==> src/rtl/lsu_mem_stage.sv <==
// Memory-stage LSU: one req/ack bus transaction per load/store, sized lanes, sign/zero-extended load data.
// Latency: request one cycle after entry to M, result the cycle after ack. Stall is held while the access is in flight.
module lsu_mem_stage #(
  parameter int DW      = 32,
  parameter int TIMEOUT = 16
) (
  input  logic          clk_i,
  input  logic          rst_ni,
  input  logic [DW-1:0] alu_out_m,
  input  logic [DW-1:0] write_data_m,
  input  logic          mem_write_m,
  input  logic [6:0]    opcode_m,
  input  logic [2:0]    func3_m,
  output logic          dbus_req_o,
  output logic          dbus_we_o,
  output logic [DW-1:0] dbus_addr_o,
  output logic [DW-1:0] dbus_wdata_o,
  output logic [3:0]    dbus_be_o,
  input  logic          dbus_ack_i,
  input  logic [DW-1:0] dbus_rdata_i,
  output logic [DW-1:0] load_data_o,
  output logic          stall_o,
  output logic          lsu_err_o
);

  localparam logic [6:0] OP_LOAD = 7'b0000011;

  typedef enum logic [1:0] {IDLE, REQ, DONE} state_t;

  state_t        state;
  logic [7:0]    cnt;
  logic [2:0]    f3_q;
  logic [1:0]    off_q;
  logic          err_q;
  logic          access, legal, aligned, go, bad;
  logic [1:0]    off;
  logic [3:0]    be_c;
  logic [DW-1:0] wdata_c;
  logic [DW-1:0] rsh;
  logic [DW-1:0] ext;

  assign off    = alu_out_m[1:0];
  assign access = mem_write_m | (opcode_m == OP_LOAD);

  always_comb begin
    legal   = 1'b0;
    aligned = 1'b1;
    be_c    = 4'b1111;
    wdata_c = write_data_m;
    case (func3_m)
      3'b000, 3'b001, 3'b010: legal = 1'b1;
      3'b100, 3'b101:         legal = !mem_write_m;
      default:                legal = 1'b0;
    endcase
    case (func3_m[1:0])
      2'b00: begin
        be_c    = 4'b0001 << off;
        wdata_c = {{(DW-8){1'b0}}, write_data_m[7:0]} << {off, 3'b000};
      end
      2'b01: begin
        aligned = !off[0];
        be_c    = 4'b0011 << off;
        wdata_c = {{(DW-16){1'b0}}, write_data_m[15:0]} << {off, 3'b000};
      end
      default: aligned = (off == 2'b00);
    endcase
  end

  assign go  = access & legal & aligned;
  assign bad = access & !(legal & aligned);

  // Extraction uses the size/offset latched at request time, not the live M-stage fields.
  always_comb begin
    rsh = dbus_rdata_i >> {off_q, 3'b000};
    case (f3_q)
      3'b000:  ext = {{(DW-8){rsh[7]}}, rsh[7:0]};
      3'b001:  ext = {{(DW-16){rsh[15]}}, rsh[15:0]};
      3'b100:  ext = {{(DW-8){1'b0}}, rsh[7:0]};
      3'b101:  ext = {{(DW-16){1'b0}}, rsh[15:0]};
      default: ext = rsh;
    endcase
  end

  assign stall_o   = rst_ni & (((state == IDLE) & go) | (state == REQ));
  assign lsu_err_o = rst_ni & (((state == IDLE) & bad) | err_q);

  always_ff @(posedge clk_i) begin
    if (!rst_ni) begin
      state        <= IDLE;
      cnt          <= '0;
      f3_q         <= '0;
      off_q        <= '0;
      err_q        <= 1'b0;
      dbus_req_o   <= 1'b0;
      dbus_we_o    <= 1'b0;
      dbus_addr_o  <= '0;
      dbus_wdata_o <= '0;
      dbus_be_o    <= '0;
      load_data_o  <= '0;
    end else begin
      err_q <= 1'b0;
      case (state)
        IDLE: begin
          if (go) begin
            state        <= REQ;
            cnt          <= '0;
            dbus_req_o   <= 1'b1;
            dbus_we_o    <= mem_write_m;
            dbus_addr_o  <= {alu_out_m[DW-1:2], 2'b00};
            dbus_be_o    <= be_c;
            dbus_wdata_o <= wdata_c;
            f3_q         <= func3_m;
            off_q        <= off;
          end
        end
        REQ: begin
          if (dbus_ack_i) begin
            load_data_o <= ext;
            dbus_req_o  <= 1'b0;
            dbus_we_o   <= 1'b0;
            state       <= DONE;
          end else if (cnt == 8'(TIMEOUT - 1)) begin
            load_data_o <= '0;
            dbus_req_o  <= 1'b0;
            dbus_we_o   <= 1'b0;
            err_q       <= 1'b1;
            state       <= DONE;
          end else begin
            cnt <= cnt + 8'd1;
          end
        end
        DONE:    state <= IDLE;
        default: state <= IDLE;
      endcase
    end
  end

endmodule
==> config.mk <==
export PLATFORM = sky130hd
export DESIGN_NAME = lsu_mem_stage
export DESIGN_NICKNAME = d
export VERILOG_FILES = /design/src/rtl/lsu_mem_stage.sv
export SDC_FILE = /design/constraint.sdc
export NUM_CORES = 1
export LEC_CHECK = 0
export ABC_CLOCK_PERIOD_IN_PS = 2400
export CORE_MARGIN = 2
export CORE_UTILIZATION = 45
export CTS_CLUSTER_SIZE = 24
export DETAILED_ROUTE_END_ITERATION = 16
export GPL_TIMING_DRIVEN = 0
export PLACE_DENSITY = 0.88
export SLEW_MARGIN = 20
export SYNTH_ARGS = -nofsm -noshare
export SYNTH_HDL_FRONTEND = slang
export SYNTH_SLANG_ARGS = --single-unit
==> constraint.sdc <==
create_clock -name clk_i -period 2.4 [get_ports clk_i]
set_clock_uncertainty 0.15 [all_clocks]
set_input_delay 0.36 -clock clk_i [delete_from_list [all_inputs] [get_ports clk_i]]
set_output_delay 0.36 -clock clk_i [all_outputs]
set_load 0.005 [all_outputs]
==> results.sh <==
export IMPL_outcome="complete, no violations"
export IMPL_largest_net_degree_at_the_start_of_global_routing=17
export IMPL_syn_avg_cell_area_sq_um=9.16
export IMPL_synth_seq_cells=116
export IMPL_cts_path_max_buffers=2
export IMPL_multi_input_gate_area_sq_mm=0.00311
export IMPL_r2r_end="load_data_o[18]"
export IMPL_h_tree_depth=4
export IMPL_area_sequential_sq_mm=0.00232
export IMPL_fp_coreArea_sq_mm=0.0121
export IMPL_global_route_wire_length_before_repair_mm=29.3
export IMPL_vias=5935
export IMPL_finalSetupViolCount=0
export IMPL_r2r_start="cnt[4]"
export IMPL_worst_skew_pair_late_latency_ps=420
export IMPL_timing_final_crit_share_pct=95.7
export IMPL_die_area_sq_mm=0.0135
export IMPL_ys_top_cells_by_area="sky130_fd_sc_hd__dfxtp_1, sky130_fd_sc_hd__mux2i_1, sky130_fd_sc_hd__nand2_1"
export IMPL_synth_edff_count=0
export IMPL_achievable_frequency_ghz=0.435
export IMPL_pin_count=214
export IMPL_final_core_util_pct=72.0
export IMPL_detailedRoute_firstPassIterationCount=5
export IMPL_worst_path_dominant_cell_family="buffers and inverters"
export IMPL_synth_top_cell_area_share_pct=41.1
export IMPL_finalSetupTns_ps=0
export IMPL_grt_antenna_before_repair=2
export IMPL_finish_net_count=966
export IMPL_clkSlewWorstSetupHoldPaths_ps=50
export IMPL_drt_drc_violations_left=0
export IMPL_path_depth=6
export IMPL_grt_overflow_total=0
export IMPL_worst_path_buf_inv=5
export IMPL_worst_path_max_delay_cell="sky130_fd_sc_hd__clkdlybuf4s50_1"
export IMPL_cp_common_cell="sky130_fd_sc_hd__buf_2"
export IMPL_placed_cells_incl_taps=996
export IMPL_ys_seq_area_share_pct=41.1
export IMPL_cts_inserted_buffers=17
export IMPL_initial_core_util_pct=46.6
export IMPL_port_buffers=210
export IMPL_gp_congestion=0.919
export IMPL_crit_path_cell_trace="clkdlybuf4s50_1 > inv_1 > buf_2 > clkbuf_2 > nor2_1 > buf_2"
export IMPL_dp_hpwl_mm=13.9
export IMPL_post_synth_num_cell_types=58
export IMPL_cp_end_kind="output port"
export IMPL_report_final_hold_viol_count=0
export IMPL_worst_pin_slew_ps=706
export IMPL_p_leak_nw=3.30
export IMPL_finalPower_mw=5.57
export IMPL_synth_main_ff_cell="sky130_fd_sc_hd__dfxtp_1"
export IMPL_synth_cells=617
export IMPL_ant_nets=0
export IMPL_die_y_microns=116
export IMPL_cts_sink_count=116
export IMPL_post_synth_top_count_cell="sky130_fd_sc_hd__dfxtp_1"
export IMPL_layout_filler_cells=931
export IMPL_synth_commonest_cells="sky130_fd_sc_hd__dfxtp_1, sky130_fd_sc_hd__nand2_1, sky130_fd_sc_hd__mux2i_1"
export IMPL_design_area_sq_mm=0.00873
export IMPL_synth_async_reset_ratio_pct=0
export IMPL_num_rows=40
export IMPL_path_max_fanout=10
export IMPL_worst_endpoint_required_ps=1890
export IMPL_layout_drive_gt1_share_pct=10.9
export IMPL_wl_mm=19.0
export IMPL_grt_pass1_vias=5789
export IMPL_grt_setup_unrepaired="false"
export IMPL_drv_slew=0
export IMPL_worstSetupStartpoint="rst_ni"
export IMPL_timing_max_cap_violations=0
export IMPL_cts_tree="yes"
export IMPL_placed_cell_area_sq_mm=0.00797
export IMPL_setup_worst_path_class="in2out"
export IMPL_cts_root_buf="sky130_fd_sc_hd__clkbuf_16"
export IMPL_routedWlPerCell_microns=18.3
export IMPL_via_per_inst=5.72
export IMPL_maxSlewHeadroom_pct=53.0
export IMPL_synth_area_sq_mm=0.00565
export IMPL_delay_of_the_slowest_cell_on_the_worst_path_ps=480
export IMPL_layout_area_overhead_vs_synth_pct=54.5
export IMPL_grtUsageTotal_pct=28.2
export IMPL_synth_area_leader_cell="sky130_fd_sc_hd__dfxtp_1"
export IMPL_die_w_microns=116
export IMPL_finalCriticalPeriod_ps=2300
export IMPL_yosysWarnings=0
export IMPL_vdd_ir_max_mv=0.482
export IMPL_layoutNonFillerInstCount=1038
export IMPL_worstPathArrival_ps=1790
export IMPL_cellPowerDensity_mw_per_mm2=638
export IMPL_violation_count_after_the_first_detailed_routing_iteration=544
export IMPL_startpoint_type_of_the_worst_setup_path="input pin"
export IMPL_ff2ff_path_depth=5
export IMPL_timing_hold_worst_class="in2reg"
export IMPL_rrSetupSlack_ps=150
export IMPL_crit_end="lsu_err_o"
-- what timing repair did --
| item | in CTS | in global routing |
|---|---|---|
| gates resized for setup | 34 | 9 |
| endpoints found under the hold margin | 0 | 0 |
| setup buffers | 7 | 2 |
| pin swaps | 6 | 3 |
| hold buffers | 0 | 0 |
| setup endpoints to repair | 60 | 56 |
-- stage by stage --
step | setup WS (ps) | hold WS (ps)
final | 102 | 283
after global routing | 38.2 | 309
after global placement | -993 | 283
after floorplan | 193 | 295
after detailed placement | -992 | 294
after CTS | 2.04 | 279
-- cell families (layout without fill, tap and decap cells) --
kind of cell | count (synthesis) | count (layout) | share of synthesized area (%)
AO/OA/AOI/OAI | 173 | 173 | 22.5
XOR/XNOR | 3 | 3 | 0.465
adder cells (fa/ha/maj) | 1 | 1 | 0.221
buffers and inverters | 61 | 311 | 4.87
flip-flops | 116 | 116 | 41.1
multiplexers | 81 | 81 | 15.1
other | 1 | 4 | 0.0664
AND/OR/NAND/NOR | 181 | 181 | 15.7
-- worst min path at each step --
stage	start	end	slack, ps	cells past startpoint
floorplan	dbus_be_o[0]	dbus_be_o[0]	290	2
global placement	dbus_wdata_o[30]	dbus_wdata_o[30]	280	1
detailed placement	dbus_wdata_o[30]	dbus_wdata_o[30]	290	1
CTS	func3_m[2]	f3_q[2]	280	3
global route	mem_write_m	dbus_we_o	310	3
finish	func3_m[2]	f3_q[2]	280	3
-- where the power goes --
group          internal [mW]  leakage (nW)  switching, mW
sequential              2.01         0.942         0.0497
combinational          0.481          2.06          0.426
clock                   1.73         0.299          0.874
-- layout make-up --
class                      instances  share of cell area, %
tap                              168                   2.41
antenna                            2                 0.0574
clock inverter                     9                   1.43
inverter                           4                  0.172
multi-input combinational        441                   35.6
sequential                       116                   26.6
buffer                            56                   3.34
timing repair buffer             219                   24.8
clock buffer                      23                   5.59
-- worst min-delay path, stage by stage --
cell	delay [ps]
sky130_fd_sc_hd__dlygate4sd2_1	300
sky130_fd_sc_hd__nand2_1	80
sky130_fd_sc_hd__mux2i_1	60
-- routing by layer --
layer / vias to the layer above / share of wire [%] / global-route usage, %
met5: - / 0 / 0
met2: 300 / 46 / 44.6
met4: 0 / 3.6 / 14.1
li1: 2783 / - / -
met3: 58 / 9.1 / 8.84
met1: 2794 / 41 / 34.8
-- flip-flops by register name, summed over array words and instances (netlist names) --
| signal | flops |
|---|---|
| f3_q | 3 |
| cnt | 8 |
| dbus_we_o | 1 |
| err_q | 1 |
| load_data_o | 32 |
| dbus_be_o | 4 |
| dbus_req_o | 1 |
| off_q | 2 |
| state | 2 |
| dbus_addr_o | 30 |
| dbus_wdata_o | 32 |
-- layout by cell type, fill, tap and decap left out, types with 4 or more instances in the layout --
master / Yosys / final
sky130_fd_sc_hd__clkdlybuf4s50_1: 0 / 200
sky130_fd_sc_hd__dfxtp_1: 116 / 116
sky130_fd_sc_hd__nand2_1: 110 / 110
sky130_fd_sc_hd__mux2i_1: 67 / 67
sky130_fd_sc_hd__a21oi_1: 35 / 33
sky130_fd_sc_hd__clkbuf_1: 35 / 30
sky130_fd_sc_hd__a31oi_1: 22 / 22
sky130_fd_sc_hd__o211ai_1: 22 / 22
sky130_fd_sc_hd__a221o_1: 20 / 20
sky130_fd_sc_hd__clkbuf_16: 0 / 17
sky130_fd_sc_hd__o2bb2ai_1: 16 / 16
sky130_fd_sc_hd__nor2_1: 15 / 14
sky130_fd_sc_hd__buf_4: 4 / 13
sky130_fd_sc_hd__mux2_2: 12 / 12
sky130_fd_sc_hd__a211oi_1: 12 / 12
sky130_fd_sc_hd__o21ai_0: 10 / 10
sky130_fd_sc_hd__buf_2: 7 / 9
sky130_fd_sc_hd__nand3b_1: 8 / 8
sky130_fd_sc_hd__a211o_1: 8 / 8
sky130_fd_sc_hd__and3b_1: 7 / 7
sky130_fd_sc_hd__nand3_1: 8 / 7
sky130_fd_sc_hd__buf_1: 8 / 6
sky130_fd_sc_hd__clkbuf_2: 0 / 5
sky130_fd_sc_hd__clkbuf_8: 0 / 5
sky130_fd_sc_hd__a2bb2oi_1: 5 / 5
sky130_fd_sc_hd__dlygate4sd2_1: 0 / 5
sky130_fd_sc_hd__buf_6: 3 / 4
sky130_fd_sc_hd__nand2b_1: 4 / 4
sky130_fd_sc_hd__nor4_1: 5 / 4
sky130_fd_sc_hd__nor3_1: 4 / 4
sky130_fd_sc_hd__a21o_1: 4 / 4
sky130_fd_sc_hd__clkinv_2: 0 / 4
No activity file was read; power rests on OpenSTA's default activity.
